## config.mk

```make
export PLATFORM = sky130hd
export DESIGN_NAME = ysyx_25030085_ifu
export DESIGN_NICKNAME = d
export VERILOG_FILES = /design/src/rtl/ysyx_25030085_defs.sv /design/src/rtl/ysyx_25030085_ifu_fifo.sv /design/src/rtl/ysyx_25030085_ifu.sv
export SDC_FILE = /design/constraint.sdc
export NUM_CORES = 1
export LEC_CHECK = 0
export ABC_CLOCK_PERIOD_IN_PS = 4240
export CORE_MARGIN = 2
export CORE_UTILIZATION = 34
export CTS_CLUSTER_SIZE = 40
export DETAILED_ROUTE_END_ITERATION = 12
export GPL_TIMING_DRIVEN = 0
export PLACE_DENSITY_LB_ADDON = 0.15
export SLEW_MARGIN = 20
export SYNTH_ARGS = -nofsm -noshare
export SYNTH_HDL_FRONTEND = slang
export SYNTH_SLANG_ARGS = --single-unit
```

## constraint.sdc

```tcl
create_clock -name clk -period 4.24 [get_ports clk]
set_clock_uncertainty 0.2 [all_clocks]
set_input_delay 0.848 -clock clk [delete_from_list [all_inputs] [get_ports clk]]
set_output_delay 0.848 -clock clk [all_outputs]
set_load 0.02 [all_outputs]
```

## src/rtl/ysyx_25030085_defs.sv

```systemverilog
// Shared constants and types for the instruction fetch unit.
package ysyx_25030085_defs;
   localparam int          XLEN     = 32;
   localparam logic [31:0] RESET_PC = 32'h8000_0000;
   localparam logic [31:0] INST_NOP = 32'h0000_0013;

   typedef struct packed {
      logic            err;
      logic [XLEN-1:0] pc;
      logic [XLEN-1:0] inst;
   } fetch_entry_t;
endpackage

```

## src/rtl/ysyx_25030085_ifu_fifo.sv

```systemverilog
// Small synchronous FIFO holding returned fetch words; flush wins over push.
module ysyx_25030085_ifu_fifo
   import ysyx_25030085_defs::*;
#(
   parameter int DEPTH = 2
) (
   input  logic                     clk,
   input  logic                     rst,
   input  logic                     push,
   input  logic                     pop,
   input  logic                     flush,
   input  fetch_entry_t             din,
   output fetch_entry_t             dout,
   output logic [$clog2(DEPTH):0]   count
);
   localparam int AW = $clog2(DEPTH);
   localparam int CW = AW + 1;

   fetch_entry_t    mem [DEPTH];
   logic [AW-1:0]   wptr;
   logic [AW-1:0]   rptr;

   always_ff @(posedge clk or posedge rst) begin
      if (rst) begin
         wptr  <= '0;
         rptr  <= '0;
         count <= '0;
      end else if (flush) begin
         wptr  <= '0;
         rptr  <= '0;
         count <= '0;
      end else begin
         wptr  <= wptr + AW'(push);
         rptr  <= rptr + AW'(pop);
         count <= count + CW'(push) - CW'(pop);
      end
   end

   // Storage carries no reset; occupancy alone decides what is valid.
   always_ff @(posedge clk) begin
      if (push && !flush)
         mem[wptr] <= din;
   end

   assign dout = mem[rptr];
endmodule

```

## src/rtl/ysyx_25030085_ifu.sv

```systemverilog
// Instruction fetch unit: PC, credit-based request issue, redirect/drop tracking, output buffer.
module ysyx_25030085_ifu #(
   parameter logic [31:0] RESET_PC = 32'h8000_0000,
   parameter int          DEPTH    = 2
) (
   input  logic        clk,
   input  logic        rst,
   output logic        imem_req_valid,
   input  logic        imem_req_ready,
   output logic [31:0] imem_req_addr,
   input  logic        imem_rsp_valid,
   input  logic [31:0] imem_rsp_data,
   input  logic        imem_rsp_err,
   input  logic        redirect_valid,
   input  logic [31:0] redirect_pc,
   output logic        inst_valid,
   input  logic        inst_ready,
   output logic [31:0] inst,
   output logic [31:0] inst_pc,
   output logic        inst_err
);
   import ysyx_25030085_defs::*;

   localparam int          AW      = $clog2(DEPTH);
   localparam int          CW      = AW + 1;
   localparam logic [CW:0] DEPTH_L = (CW+1)'(DEPTH);

   logic [31:0]   fetch_pc;
   logic [31:0]   pend_addr;
   logic          pend;
   logic          stale;
   logic [CW-1:0] inflight;
   logic [CW-1:0] inflight_next;
   logic [CW-1:0] drop;
   logic [CW-1:0] occ;
   logic [CW:0]   used;
   logic [31:0]   tag_pc [DEPTH];
   logic [AW-1:0] tag_wp;
   logic [AW-1:0] tag_rp;
   logic [31:0]   redirect_aligned;
   logic          accept;
   logic          rsp;
   logic          drop_dec;
   logic          keep;
   logic          pop;
   logic          stall;
   fetch_entry_t  push_entry;
   fetch_entry_t  head;

   assign redirect_aligned = redirect_pc & ~32'h3;
   assign used             = {1'b0, inflight} + {1'b0, occ};
   // Credits come from registered counts only, so a pop this cycle frees nothing yet.
   assign imem_req_valid   = !rst && (pend || (used < DEPTH_L));
   assign imem_req_addr    = pend ? pend_addr : fetch_pc;
   assign accept           = imem_req_valid && imem_req_ready;
   assign stall            = imem_req_valid && !imem_req_ready;
   assign rsp              = imem_rsp_valid && (inflight != '0);
   assign drop_dec         = rsp && (drop != '0);
   assign keep             = rsp && !redirect_valid && (drop == '0);
   assign inflight_next    = inflight + CW'(accept) - CW'(rsp);
   assign pop              = inst_valid && inst_ready;

   always_ff @(posedge clk or posedge rst) begin
      if (rst) begin
         fetch_pc <= RESET_PC;
         pend     <= 1'b0;
         stale    <= 1'b0;
         inflight <= '0;
         drop     <= '0;
         tag_wp   <= '0;
         tag_rp   <= '0;
      end else begin
         inflight <= inflight_next;
         pend     <= stall;
         // A request held across a redirect must still be issued, but its word is discarded.
         stale    <= stall && (redirect_valid || stale);
         if (redirect_valid)
            drop <= inflight_next;
         else
            drop <= drop - CW'(drop_dec) + CW'(accept && stale);
         if (redirect_valid)
            fetch_pc <= redirect_aligned;
         else if (accept && !stale)
            fetch_pc <= imem_req_addr + 32'd4;
         tag_wp <= tag_wp + AW'(accept);
         tag_rp <= tag_rp + AW'(rsp);
      end
   end

   always_ff @(posedge clk) begin
      if (!pend)
         pend_addr <= fetch_pc;
      if (accept)
         tag_pc[tag_wp] <= imem_req_addr;
   end

   assign push_entry.err  = imem_rsp_err;
   assign push_entry.pc   = tag_pc[tag_rp];
   assign push_entry.inst = imem_rsp_data;

   ysyx_25030085_ifu_fifo #(.DEPTH(DEPTH)) u_fifo (
      .clk   (clk),
      .rst   (rst),
      .push  (keep),
      .pop   (pop),
      .flush (redirect_valid),
      .din   (push_entry),
      .dout  (head),
      .count (occ)
   );

   // Outputs are forced to zero whenever nothing is presented, including during reset.
   assign inst_valid = (occ != '0);
   assign inst       = !inst_valid ? 32'h0 : (head.err ? INST_NOP : head.inst);
   assign inst_pc    = inst_valid ? head.pc : 32'h0;
   assign inst_err   = inst_valid && head.err;
endmodule

```

### Yosys cells after proc, flatten, opt, wreduce, memory -nomap -nowiden

Memories as Yosys holds them, arrays and structs flattened.
Cells that the tools add are included.
W data, S select, Z words.

| storage, ports and cells | value |
|---|---|
| input bits | 71 |
| output and inout port bits | 99 |
| word-level logic and storage cells | 64 |
| memories kept | 2 |
| memory bits (writable) | 194 |
| register bits after elaboration | 76 |

Memory list:

| name | words | bits a word | rd ports | clocked after Yosys merged registers in | write ports | RTL line | text |
|---|---|---|---|---|---|---|---|
| u_fifo.mem | 2 | 65 | 1 | 0 | 1 | ysyx_25030085_ifu_fifo.sv:19 | `fetch_entry_t mem [DEPTH];` |
| tag_pc | 2 | 32 | 1 | 0 | 1 | ysyx_25030085_ifu.sv:37 | `logic [31:0] tag_pc [DEPTH];` |

| operators by class | value |
|---|---|
| muxes and demuxes | 14 |
| reductions and logical operators | 24 |
| add/subtract/negate cells | 12 |
| $lt $le $gt $ge | 1 |

Operator list:

| cell | number |
|---|---|
| $mux W32 | 6 |
| $add A32 B3 Y32 const B | 1 |
| $logic_and A1 B1 Y1 | 13 |
| $reduce_bool A2 Y1 | 4 |
| $add A2 B1 Y2 | 3 |
| $mux W1 | 6 |
| $sub A2 B1 Y2 | 3 |
| $add A1 B1 Y1 | 4 |
| $logic_not A1 Y1 | 4 |
| $mux W2 | 2 |
| $add A2 B2 Y3 | 1 |
| $lt A3 B2 Y1 const B | 1 |
| $logic_not A2 Y1 | 1 |
| $logic_or A1 B1 Y1 | 2 |

### Longest topological paths before layout

| logic depth | value |
|---|---|
| depth in word-level cells | 8 |
| gate-level depth with buffers | 12 |
| depth with buffers taken out | 12 |

### Hierarchy

From an unflattened synthesis, not the netlist that was laid out.

| unflattened totals | value |
|---|---|
| cell total of the unflattened synthesis | 800 |
| area, all modules | 11569.8 um^2 |

Modules (own cells, without submodules):

| module | area an instance (um^2) | cells an instance | seq. area each (um^2) | times used |
|---|---|---|---|---|
| ysyx_25030085_ifu | 6507.5 | 580 | 3564.7 | 1 |
| ysyx_25030085_ifu_fifo | 5062.4 | 220 | 4003.8 | 1 |

### Worst setup path before layout

No wires, ideal clock.

| timing path | value |
|---|---|
| path kind | input -> register |
| start | input redirect_valid |
| end | memory u_fifo.mem[0][0] in the netlist's numbering, enable pin |
| arrival | 4480 ps |
| path buffers | 1 |
| library setup time | 496 ps |
| cell stages on the path | 3 |
| path slack | -936 ps |
| data required time | 3544 ps |
| path through | clkbuf_1 nor4_1 nor2b_1 |

| on the way | value |
|---|---|
| cells in the longest elaborated chain, start to end | 6 |

Ends and longest elaborated chain:

| item | RTL line | text |
|---|---|---|
| start, declared | ysyx_25030085_ifu.sv:14 | `input logic redirect_valid,` |
| $logic_not A1 Y1 (*) | ysyx_25030085_ifu_fifo.sv:41, ysyx_25030085_ifu.sv:59 |  |
| $logic_and A1 B1 Y1 (2 in series) | ysyx_25030085_ifu.sv:59 | `assign keep = rsp && !redirect_valid && (drop == '0);` |
| $logic_and A1 B1 Y1 (*) | ysyx_25030085_ifu_fifo.sv:41 | `if (push && !flush)` |
| $mux W1 (*) | ysyx_25030085_ifu_fifo.sv:41 |  |
| $mux W1 (not written as such) (*) | ysyx_25030085_ifu_fifo.sv:42 | `mem[wptr] <= din;` |
| end, declared | ysyx_25030085_ifu_fifo.sv:19 |  |

Every way passes the cells marked *; elsewhere a longest branch is shown, timed or not.

### Worst setup path after layout

| timing path | value |
|---|---|
| start | register pend |
| end | output imem_req_addr[27] |

| on the way | value |
|---|---|
| cells in the longest elaborated chain, start to end | 1 |

Ends and longest elaborated chain:

| item | RTL line | text |
|---|---|---|
| start, declared | ysyx_25030085_ifu.sv:30 | `logic pend;` |
| start signal, assigned | ysyx_25030085_ifu.sv:74 | `pend <= stall;` |
| $mux W32 | -- |  |
| end, declared | ysyx_25030085_ifu.sv:10 | `output logic [31:0] imem_req_addr,` |

No other way between the ends.

==> metrics.cfg <==
[cells_and_area]
nNetsFinal=1079
final_cells=1459
seq_area_um2=7569
syn_to_final_growth_pct=28.94
diodes=0
n_fill_cell=2952
drive_gt1_share_pct=13.47
multi_input_area_um2=3400

[run]
cap_violations=0

[sta]
setup_viol=0
hold_viol=0
tightest_slew_ps=787.3
drv_slew=0
period_share_pct=94.18
min_period_ps=3993
maxSlewHeadroom_pct=47.32
fmax_mhz=250.4
rsz0062_at_grt=no
timing.hold.ws_ps=316.9

[worst_setup_path]
r2r_cells=10
worstReg2RegEnd=fetch_pc[30]
cp-startpoint=pend
reg2reg_from=pend
critPathArrivalTime_ps=2950
critical_path_class=reg2out
r2r_slack_ps=750
cp-end-kind=output pin
crit_path_end=imem_req_addr[27]
cp_data_required_time_ps=3190
path_max_fanout=10
startpoint_type=flip-flop

[route]
first_iter_violations=362
routedWlPerCell_um=19.41
drt-pass1-iter-count=4
viasPerCell=4.768
final_antenna_net_count=0
totalWireLength_um=28310
vias=6956
drc_errors=0

[power_and_ir_drop]
power_switching_w=0.003546
power_w=0.009962
p_int_w=0.006416
ir_drop_mv=0.3295
pwr-share-clk_pct=22.7
switching_share_pct=35.60
p_per_area_nw_per_um2=689.8
p_leak_nw=4.913
p_comb_share_pct=40.0
power_frac_seq_pct=37.3

[logic_synthesis]
syn_nets=875
synth_top_area_share_pct=52.01
yosys_warnings=0
synth_area_leader_cell=edfxtp_1
netlist_instances=794
synth_commonest_cells=edfxtp_1 (194), nor2_1 (90), mux2i_1 (70)
ys_ff_latch=270
dominantRegCellSynth=edfxtp_1
synth_edf_count=194
synth_area_um2=11200
yosysMostFrequentCell=edfxtp_1
synthArstFlopShare_pct=16.30
yosys-top-cells-area=edfxtp_1 (52%), dfrtp_1 (9.6%), mux2i_1 (6.3%)
ys_seq_area_share_pct=67.57
synth.avg_cell_area_um2=14.11
ys_types=61

[floorplan]
initial_utilization_pct=34.51
die_area_um2=34410
die_h_um=185.5
core_um2=32450
fp-row-count=66
io-pin-count=170
fp.dieW_um=185.5

[grt]
grt_pass1_wl_um=42650
grt_overflow=0
grt_usage_pct=16.56
antenna_found_initial=0
grt_max_degree=47
grt_pass1_vias=7135

[placed_design]
dpl.hpwl_um=19920
port_buffers=166
gp_congestion=0.8553
dp_cells=1409

[cts]
cts_tree=built
clk_pin_slew_worst_paths_ps=50
clockBufferDepth=3
h-tree-depth=1
cts_setup_buffers=0
clkLatencyLatePin_ps=550
cts_buffers=29
cts_root_buffer=clkbuf_16
clock-sinks=270
ctsHoldBuffers=0

[status]
status=complete, no violations

[worst_hold_path]
hold_path.class=reg2reg
hold_start=fetch_pc[0]

[repair_timing]
| item | CTS | global route |
|---|---|---|
| gates resized for setup | 7 | 1 |
| setup endpoints to repair | 37 | 8 |
| pin swaps | 0 | 0 |
| cloned | 0 | 0 |
[flip-flops by register name, indices dropped and copies added, names as in the netlist, 2 cells and up]
signal        cells
inflight          2
drop              2
fetch_pc         32
u_fifo.count      2
u_fifo.mem      130
tag_pc           64
pend_addr        32
[routing by layer]
metal	GRT usage (%)	vias to the layer above	wire (um)
met5	0	-	0
met4	4.444	0	605
met3	3.600	37	1909
met2	27.42	190	13210
met1	22.01	3412	12590
li1	-	3317	-
[per-stage QoR]
stage / setup slack [ps] / TNS (ps) / instance area, um^2 / utilization, %
after floorplan: 279.6 / 0 / 11200 / -
after global placement: -1830 / -213140 / 13420 / 41.34
after detailed placement: 372.1 / 0 / 13590 / 41.88
after CTS: 4.882 / 0 / 14440 / 44.50
after global routing: 23.77 / 0 / 14440 / 44.50
final: 246.7 / 0 / 14440 / 44.50
[critical path: stages (launching register included)]
cell	delay [ps]
dfrtp_1	470
buf_2	320
buf_6	220
buf_2	310
mux2i_1	310
inv_1	160
clkdlybuf4s50_1	600
[power groups by stage]
stage | logic (W) | clock network [W] | registers (W)
after floorplan | 0.00240 | 0 | 0.00370
after global placement | 0.00396 | 0 | 0.00377
after detailed placement | 0.00404 | 0 | 0.00377
after CTS | 0.00406 | 0.00232 | 0.00372
after global routing | 0.00433 | 0.00243 | 0.00377
final | 0.00398 | 0.00226 | 0.00372
[area by class of cell]
class | instances | share of cell area, %
well taps | 442 | 3.829
flip-flops and latches | 270 | 52.40
plain buffers | 39 | 1.360
clock buffers | 36 | 5.207
inverters | 19 | 0.4938
repair buffers | 173 | 12.63
multi-input cells | 466 | 23.54
clock inverters | 14 | 0.5371
[kinds of logic (layout without fill, tap and decap cells)]
kind of cell | count (synthesis) | count (layout) | synth area share [%]
buf+inv | 58 | 281 | 2.212
simple gates | 208 | 208 | 9.171
flops | 270 | 270 | 67.57
mux | 124 | 124 | 11.68
compound gates | 91 | 91 | 5.597
xor+xnor | 33 | 33 | 2.580
fa+ha+maj | 10 | 10 | 1.184
[layout by cell type, fill, tap and decap left out, drive strengths merged, types with 2 or more instances in the layout]
cell type	instances
o221ai	6
a211oi	2
clkbuf	61
clkinvlp	2
nor3	5
mux2	54
nand3	14
o21ai	19
xnor2	27
nor2b	6
a21o	5
a2bb2oi	2
ha	9
and2	3
nand3b	9
buf	19
and3	3
nand4	6
clkdlybuf4s15	2
a32o	3
a21oi	24
nor4	3
nand4b	3
o22ai	11
or3	2
xor2	6
clkinv	12
dfrtp	43
clkdlybuf4s50	166
nor2	90
mux2i	70
inv	19
dfxtp	32
edfxtp	194
nand2	54
o21a	9
a22oi	3
nor3b	4
nand2b	4
[worst min-delay path by stage]
| stage | depth (start not counted) | to | slack [ps] |
|---|---|---|---|
| floorplan | 1 | inflight[1] | 280 |
| finish | 2 | fetch_pc[0] | 320 |
| global placement | 1 | pend_addr[0] | 300 |
| detailed placement | 1 | inflight[1] | 310 |
| global route | 1 | pend_addr[0] | 360 |
| CTS | 2 | fetch_pc[0] | 320 |
No activity file was read; power rests on OpenSTA's default activity.
